`src/rtl/jt1943_dwnld.sv`:
```
// Download writer: turns ioctl bytes into SDRAM byte writes (held until ack)
// or one-cycle PROM strobes, with a one-entry skid buffer for back-to-back bytes.
module jt1943_dwnld #(
    parameter logic [21:0] PROM_START = 22'h5_0000,
    parameter int          PROM_NUM   = 13
) (
    input  logic                clk,
    input  logic                rst,
    input  logic                downloading,
    input  logic [21:0]         ioctl_addr,
    input  logic [7:0]          ioctl_data,
    input  logic                ioctl_wr,
    input  logic                sdram_ack,
    output logic [21:0]         prog_addr,
    output logic [7:0]          prog_data,
    output logic [1:0]          prog_mask,
    output logic                prog_we,
    output logic [PROM_NUM-1:0] prom_we,
    output logic                busy,
    output logic                overflow,
    output logic                done
);

    typedef enum logic [1:0] {IDLE, SDWR, PROMWR} state_t;

    localparam logic [21:0]         PROM_SIZE = 22'(PROM_NUM * 256);
    localparam logic [PROM_NUM-1:0] PROM_ONE  = PROM_NUM'(1);

    state_t      state, state_nx;
    logic        cap;
    logic        buf_valid;
    logic [21:0] buf_addr;
    logic [7:0]  buf_data;
    logic        launch_buf, launch_new, launch;
    logic [21:0] l_addr, l_off;
    logic [7:0]  l_data;
    logic        l_prom;
    logic [3:0]  slot_q;
    logic        active;
    logic        done_cond;

    assign cap = ioctl_wr & downloading;

    // The buffered (older) entry always has priority over a fresh capture.
    always_comb begin
        launch_buf = (state == IDLE) && buf_valid;
        launch_new = (state == IDLE) && !buf_valid && cap;
        launch     = launch_buf || launch_new;
        l_addr     = launch_buf ? buf_addr : ioctl_addr;
        l_data     = launch_buf ? buf_data : ioctl_data;
        l_off      = l_addr - PROM_START;
        l_prom     = (l_addr >= PROM_START) && (l_off < PROM_SIZE);
    end

    always_ff @(posedge clk) begin
        if (rst) state <= IDLE;
        else     state <= state_nx;
    end

    always_comb begin
        state_nx = state;
        case (state)
            IDLE:    if (launch) state_nx = l_prom ? PROMWR : SDWR;
            SDWR:    if (sdram_ack) state_nx = IDLE;
            PROMWR:  state_nx = IDLE;
            default: state_nx = IDLE;
        endcase
    end

    always_comb begin
        prog_we = (state == SDWR);
        prom_we = (state == PROMWR) ? (PROM_ONE << slot_q) : '0;
        busy    = (state != IDLE) || buf_valid;
    end

    // Write payload registers hold their last value between writes.
    always_ff @(posedge clk) begin
        if (rst) begin
            prog_addr <= '0;
            prog_data <= '0;
            prog_mask <= '0;
            slot_q    <= '0;
        end else if (launch) begin
            prog_data <= l_data;
            if (l_prom) begin
                prog_addr <= {14'd0, l_off[7:0]};
                slot_q    <= l_off[11:8];
            end else begin
                prog_addr <= {1'b0, l_addr[21:1]};
                prog_mask <= l_addr[0] ? 2'b01 : 2'b10;
            end
        end
    end

    always_ff @(posedge clk) begin
        if (rst) begin
            buf_valid <= 1'b0;
            buf_addr  <= '0;
            buf_data  <= '0;
            overflow  <= 1'b0;
        end else if (launch_buf) begin
            buf_valid <= cap;
            if (cap) begin
                buf_addr <= ioctl_addr;
                buf_data <= ioctl_data;
            end
        end else if (cap && state != IDLE) begin
            if (!buf_valid) begin
                buf_valid <= 1'b1;
                buf_addr  <= ioctl_addr;
                buf_data  <= ioctl_data;
            end else begin
                overflow <= 1'b1;
            end
        end
    end

    // active remembers that a download happened since the last done pulse.
    assign done_cond = !downloading && (state == IDLE) && !buf_valid && active;

    always_ff @(posedge clk) begin
        if (rst) begin
            active <= 1'b0;
            done   <= 1'b0;
        end else begin
            done <= done_cond;
            if (downloading)    active <= 1'b1;
            else if (done_cond) active <= 1'b0;
        end
    end

endmodule
```
`config.mk`:
```
export PLATFORM = sky130hd
export DESIGN_NAME = jt1943_dwnld
export DESIGN_NICKNAME = d
export VERILOG_FILES = /design/src/rtl/jt1943_dwnld.sv
export SDC_FILE = /design/constraint.sdc
export NUM_CORES = 1
export LEC_CHECK = 0
export CAP_MARGIN = 0
export CORE_AREA = 2 2 63 125
export CTS_BUF_LIST = sky130_fd_sc_hd__clkbuf_4 sky130_fd_sc_hd__clkbuf_8 sky130_fd_sc_hd__clkbuf_16
export DETAILED_ROUTE_END_ITERATION = 10
export DIE_AREA = 0 0 65 127
export PLACE_DENSITY = 0.79
export SYNTH_ARGS = -nofsm -noshare
export SYNTH_HDL_FRONTEND = slang
export SYNTH_SLANG_ARGS = --single-unit
```
`constraint.sdc`:
```
create_clock -name clk -period 1.9 [get_ports clk]
set_clock_uncertainty 0.05 [all_clocks]
set_input_delay 0.19 -clock clk [delete_from_list [all_inputs] [get_ports clk]]
set_output_delay 0.19 -clock clk [all_outputs]
set_load 0.02 [all_outputs]
```
==> flow_metrics.py, run 1 <==
metrics = {
    "cells_and_area": {
        "drive_above_1_share": 0.1917,
        "final_util": 0.6605,
        "num_antenna_cells": 0,
        "fin_area_um2": 4763,
        "nets": 536,
        "fin_cells": 598,
        "area_growth_pct": 48.13,
    },
    "critical_path": {
        "max_stage_delay_ps": 340,
        "cpMostUsedCell": "buf_4",
        "r2r_start": "buf_addr[16]",
        "required_ps": 2070,
        "path_class": "reg -> reg",
        "path_cells": "nor4bb_4 -> buf_4 -> nand4_1 -> o22ai_1 -> buf_4 -> mux2_4",
        "endpoint_kind": "register",
        "cp-start-kind": "register",
        "crit_path_max_fanout": 4,
        "r2r_cells": 6,
        "startpoint": "buf_addr[16]",
        "rrSetupSlack_ps": 30,
        "arrival_ps": 2040,
        "crit_slowest_cell": "dfxtp_2",
        "critical_path.endpoint": "slot_q[0]",
        "reg2reg_to": "slot_q[0]",
    },
    "global_routing": {
        "grtUsageTotal": 0.2357,
        "use_met2": 0.4136,
        "grt_pass1_wl_um": 15080,
        "met1_usage": 0.2524,
        "grt_use_met3": 0.04930,
        "grt_overflow": 0,
        "grt.busiest_layer": "met2",
        "antenna_found_initial": 0,
        "grt_pass1_vias": 3197,
        "grt_max_degree": 37,
    },
    "floorplanning": {
        "rows": 44,
        "die_w_um": 65,
        "dieHeight_um": 127,
        "core_area_um2": 7212,
        "dieArea_um2": 8255,
        "initial_core_util": 0.4459,
        "pin_count": 84,
    },
    "sta": {
        "fin_ws_ps": 27.13,
        "rsz0062_at_grt": "yes",
        "timing.final.hold_violations": 0,
        "slew_viol_final": 0,
        "setup-violations-final": 0,
        "max_freq_mhz": 533.9,
        "finalCriticalPeriod_ps": 1873,
        "fin_crit_sh": 0.9857,
    },
    "synth": {
        "ys_types": 37,
        "synth_top_area_cell": "dfxtp_1",
        "synth.most_common_cell": "nand2_1",
        "avgSynthCellArea_um2": 8.161,
        "synth_top_cell_area_share": 0.4420,
        "synthCells": 394,
        "synth_fp_nets": 429,
        "yosys_warnings": 0,
        "syn_area_um2": 3216,
        "yosysSeqAreaShare": 0.4420,
        "synth_seq_cells": 71,
        "synth.area.top_cells": "dfxtp_1 44%, nand2_1 13%, a21oi_1 5.9%",
        "synthTopCellsByCount": "110 x nand2_1, 71 x dfxtp_1, 38 x a21oi_1",
        "synth_edf_count": 0,
        "dominantRegCellSynth": "dfxtp_1",
        "async_flop_share": 0,
    },
    "cts": {
        "path_clk_slew_ps": 50,
        "cts_made_buffers": 9,
        "clockBufferDepth": 2,
        "htreeDepth": 3,
        "cts.sinks": 71,
        "cts_tree": "done",
        "clk-insertion-delay-late_ps": 340,
        "clock-root-buffer": "clkbuf_16",
        "postCtsHoldBufs": 0,
    },
    "placement": {
        "numPortBuffers": 82,
        "place_congestion": 0.8257,
        "place_inst": 581,
        "dp_slack_ps": -349.1,
        "place_hpwl_um": 6603,
        "dpl-instance-area_um2": 4377,
    },
    "min_path": {
        "worstHoldPathType": "in -> reg",
    },
    "job": {
        "max_cap_viol_count": 0,
    },
    "detailed_routing": {
        "drtIter0Drc": 245,
        "vias": 3215,
        "drtPass1Iterations": 4,
        "wl_um": 9540,
        "post_drt_wl_per_cell_um": 15.95,
        "ant_nets": 0,
        "drc": 0,
        "viasPerCell": 5.376,
    },
    "pwr": {
        "power.total_mw": 3.857,
        "pwr_density_cell_nw_per_um2": 809.7,
        "ir_drop_v": 0.0006385,
        "cellLeakagePower_nw": 1.875,
    },
    "outcome": {
        "status": "complete, no violations",
    },
}
-- final cells by class --
cell class                      count  area (um^2)
Clock inverter                      4        45.04
Timing Repair Buffer              125         1165
Fill cell                         597         2449
Multi-Input combinational cell    291         1748
Inverter                            3        11.26
Sequential cell                    71         1425
Clock buffer                       12        254.0
Tap cell                           92        115.1
-- worst max-delay path, delay by kind of cell, from the launching register on --
| kind | cells | cell delay [ps] |
|---|---|---|
| muxes | 1 | 310 |
| DFF | 1 | 340 |
| and+or+nand+nor | 2 | 480 |
| AOI/OAI and AO/OA | 1 | 240 |
| buffers and inverters | 2 | 340 |
-- what timing repair did --
item | 4_1_cts | 5_1_grt
endpoints found under the setup margin | 24 | 29
buffers inserted | 0 | 1
pin swaps | 0 | 3
gates resized for setup | 30 | 20
cloned | 0 | 0
-- sequential cells by signal (all words and copies together), names as in the netlist --
signal	flops
buf_addr	22
prog_addr	21
buf_data	8
prog_data	8
slot_q	4
prog_mask	2
state	2
active	1
buf_valid	1
done	1
overflow	1
-- metal layers --
| metal | up-vias | wire [um] |
|---|---|---|
| met5 | - | 0 |
| met2 | 84 | 5095 |
| li1 | 1580 | - |
| met4 | 0 | 424 |
| met3 | 30 | 341 |
| met1 | 1521 | 3678 |
-- cell families after synthesis --
kind of cell / Yosys count / synth area share
multiplexers: 30 / 0.1023
other: 1 / 0.001166
AO/OA/AOI/OAI: 79 / 0.1607
AND/OR/NAND/NOR: 181 / 0.2447
buffers and inverters: 32 / 0.04903
flip-flops: 71 / 0.4420
-- worst min-delay path by stage --
stage,depth (start not counted),slack [ps],endpoint,from
5_1_grt,2,250,buf_data[6],rst
3_5_place_dp,2,400,buf_data[6],buf_data[6]
3_3_place_gp,2,390,buf_addr[6],buf_addr[6]
4_1_cts,2,220,state[0],rst
2_1_floorplan,1,220,done,downloading
6_report,2,230,state[0],rst
-- through the flow --
stage	setup TNS (ps)	hold WS, ps
after floorplan	0	216.7
after global placement	-5355	389.5
after detailed placement	-6273	398.3
after CTS	0	220.9
after global routing	-595.8	252.1
final	0	228.9
-- power breakdown --
part | switching, mW | internal, mW | total, mW
clock network | 0.624 | 1.07 | 1.70
registers | 0.0442 | 1.56 | 1.60
logic | 0.280 | 0.278 | 0.558
total | 0.948 | 2.91 | 3.86
-- layout by cell type, fill, tap and decap left out, types with 3 or more instances in the layout --
cell type,n
mux2_2,12
mux2_4,5
buf_2,3
inv_1,3
nor4_1,4
o31ai_1,5
dfxtp_2,3
a21oi_1,38
nand2_1,110
clkinv_2,3
clkdlybuf4s50_1,66
a311oi_1,17
mux2i_1,10
a22oi_1,11
dfxtp_1,68
nor3_1,4
nor2_1,34
nand2b_1,5
clkbuf_16,9
nor2b_1,4
dlygate4sd2_1,11
buf_4,38
buf_12,4
Note: power is estimated with default switching activity, not from simulation.
==> inputs of run 2 (changes only) <==
--- a/config.mk
+++ b/config.mk
@@ -10,7 +10,9 @@
 export CTS_BUF_LIST = sky130_fd_sc_hd__clkbuf_4 sky130_fd_sc_hd__clkbuf_8 sky130_fd_sc_hd__clkbuf_16
 export DETAILED_ROUTE_END_ITERATION = 10
 export DIE_AREA = 0 0 65 127
+export MAX_ROUTING_LAYER = met4
 export PLACE_DENSITY = 0.79
+export SLEW_MARGIN = 20
 export SYNTH_ARGS = -nofsm -noshare
 export SYNTH_HDL_FRONTEND = slang
 export SYNTH_SLANG_ARGS = --single-unit
==> run 2 against run 1 <==
Effect of this change:
- via count decreased by 0.16%
- die area is the same
- clock power barely moved
- power about the same
- first-iteration DRC count increased by 8.6%
- cell count unchanged
- sequential share of layout area unchanged
- sequential power about the same
- largest cell class unchanged
==> flow_metrics.py, run 2 (synthesized netlist as in run 1, its figures left out) <==
metrics = {
    "cells_and_area": {
        "fin_area_um2": 4763,
        "final_util": 0.6605,
        "drive_above_1_share": 0.1917,
        "top_regs": "buf_addr (22), prog_addr (21)",
        "regMostFlops": "buf_addr",
        "nets": 536,
        "final_common_cell": "nand2_1",
        "area_growth_pct": 48.13,
        "fin_cells": 598,
        "num_antenna_cells": 0,
        "final_cell_mix": "110 x nand2_1, 68 x dfxtp_1, 66 x clkdlybuf4s50_1",
        "largest_reg_flops": 22,
    },
    "detailed_routing": {
        "viasPerCell": 5.368,
        "drtIter0Drc": 266,
        "ant_nets": 0,
        "vias": 3210,
        "wl_um": 9543,
        "post_drt_wl_per_cell_um": 15.96,
        "drc": 0,
        "drtPass1Iterations": 4,
    },
    "floorplanning": {
        "core_area_um2": 7212,
        "dieHeight_um": 127,
        "pin_count": 84,
        "rows": 44,
        "dieArea_um2": 8255,
        "die_w_um": 65,
        "initial_core_util": 0.4459,
    },
    "placement": {
        "numPortBuffers": 82,
        "dpl-instance-area_um2": 4377,
        "place_hpwl_um": 6603,
        "place_congestion": 0.8383,
        "place_inst": 581,
    },
    "cts": {
        "clk-insertion-delay-late_ps": 340,
        "postCtsHoldBufs": 0,
        "cts.sinks": 71,
        "cts_made_buffers": 9,
        "path_clk_slew_ps": 60,
        "clockBufferDepth": 2,
        "cts_tree": "done",
        "htreeDepth": 3,
        "clock-root-buffer": "clkbuf_16",
    },
    "critical_path": {
        "endpoint_kind": "register",
        "rrSetupSlack_ps": 30,
        "r2r_cells": 6,
        "max_stage_delay_ps": 340,
        "arrival_ps": 2040,
        "reg2reg_to": "slot_q[0]",
        "path_class": "reg -> reg",
        "required_ps": 2070,
        "cp-start-kind": "register",
        "r2r_start": "buf_addr[16]",
        "path_cells": "nor4bb_4 -> buf_4 -> nand4_1 -> o22ai_1 -> buf_4 -> mux2_4",
        "startpoint": "buf_addr[16]",
        "crit_path_max_fanout": 4,
        "critical_path.endpoint": "slot_q[0]",
        "crit_slowest_cell": "dfxtp_2",
        "cpMostUsedCell": "buf_4",
    },
    "sta": {
        "max_freq_mhz": 534.5,
        "rsz0062_at_grt": "yes",
        "slew_viol_final": 0,
        "timing.final.hold_violations": 0,
        "setup-violations-final": 0,
        "fin_crit_sh": 0.9848,
        "finalCriticalPeriod_ps": 1871,
        "hold_ws_ps": 222.1,
    },
    "pwr": {
        "internal-power_mw": 2.908,
        "power.total_mw": 3.858,
        "cellLeakagePower_nw": 1.875,
        "pwr_density_cell_nw_per_um2": 810.0,
        "switchingPower_mw": 0.9500,
        "ir_drop_v": 0.0006371,
        "switching_share": 0.2462,
        "power.share.clock": 0.441,
        "combinationalPowerShare": 0.145,
        "p_seq_frac": 0.415,
    },
    "global_routing": {
        "grt_pass1_wl_um": 15120,
        "antenna_found_initial": 0,
        "grt_max_degree": 37,
        "grt_pass1_vias": 3186,
        "grtUsageTotal": 0.2428,
        "grt_overflow": 0,
    },
    "outcome": {
        "status": "complete, no violations",
    },
    "job": {
        "max_cap_viol_count": 0,
    },
    "min_path": {
        "worstHoldPathType": "in -> reg",
    },
}
## run 2: layer usage
metal | global-route usage | vias to the layer above | wire length [um]
li1 | - | 1583 | -
met1 | 0.2546 | 1520 | 3693
met2 | 0.4130 | 79 | 5096
met3 | 0.04842 | 28 | 352
met4 | 0.1414 | 0 | 401
met5 | - | - | 0
## run 2: worst min-delay path by stage
stage,startpoint,end,slack [ps],cells past startpoint
after floorplan,downloading,done,220,1
after global placement,buf_addr[6],buf_addr[6],390,2
after detailed placement,buf_data[6],buf_data[6],400,2
after CTS,rst,state[0],220,2
after global routing,rst,buf_data[6],250,2
final,rst,state[0],220,2
## run 2: area by class of cell
type	instances	area, um^2
multi-input combinational	291	1748
sequential	71	1425
clock buffer	12	254.0
fill	597	2449
clock inverter	4	45.04
inverter	3	11.26
timing repair buffer	125	1165
tap	92	115.1
## run 2: what timing repair did
item / CTS / global route
pin swaps: 0 / 3
buffers inserted: 0 / 1
endpoints found under the hold margin: 0 / 0
gates resized for setup: 30 / 20
endpoints found under the setup margin: 24 / 29
## run 2: power by group through the flow
| stage | combinational, mW | clock, mW | sequential (mW) |
|---|---|---|---|
| 2_1_floorplan | 0.198 | 0 | 1.68 |
| 3_3_place_gp | 0.531 | 0 | 1.63 |
| 3_5_place_dp | 0.542 | 0 | 1.63 |
| 4_1_cts | 0.545 | 1.70 | 1.60 |
| 5_1_grt | 0.599 | 1.78 | 1.61 |
| 6_report | 0.559 | 1.70 | 1.60 |
## run 2: per-stage QoR
stage | setup slack [ps] | setup TNS (ps)
after CTS | 4.684 | 0
after detailed placement | -349.1 | -6273
final | 28.94 | 0
after floorplan | 137.5 | 0
after global placement | -303.5 | -5355
after global routing | -64.72 | -598.1
## run 2: critical path: cells and delay by family (launching register included)
| kind | cells | cell delay, ps |
|---|---|---|
| simple gates | 2 | 480 |
| flops | 1 | 340 |
| buf+inv | 2 | 340 |
| mux | 1 | 310 |
| compound gates | 1 | 240 |
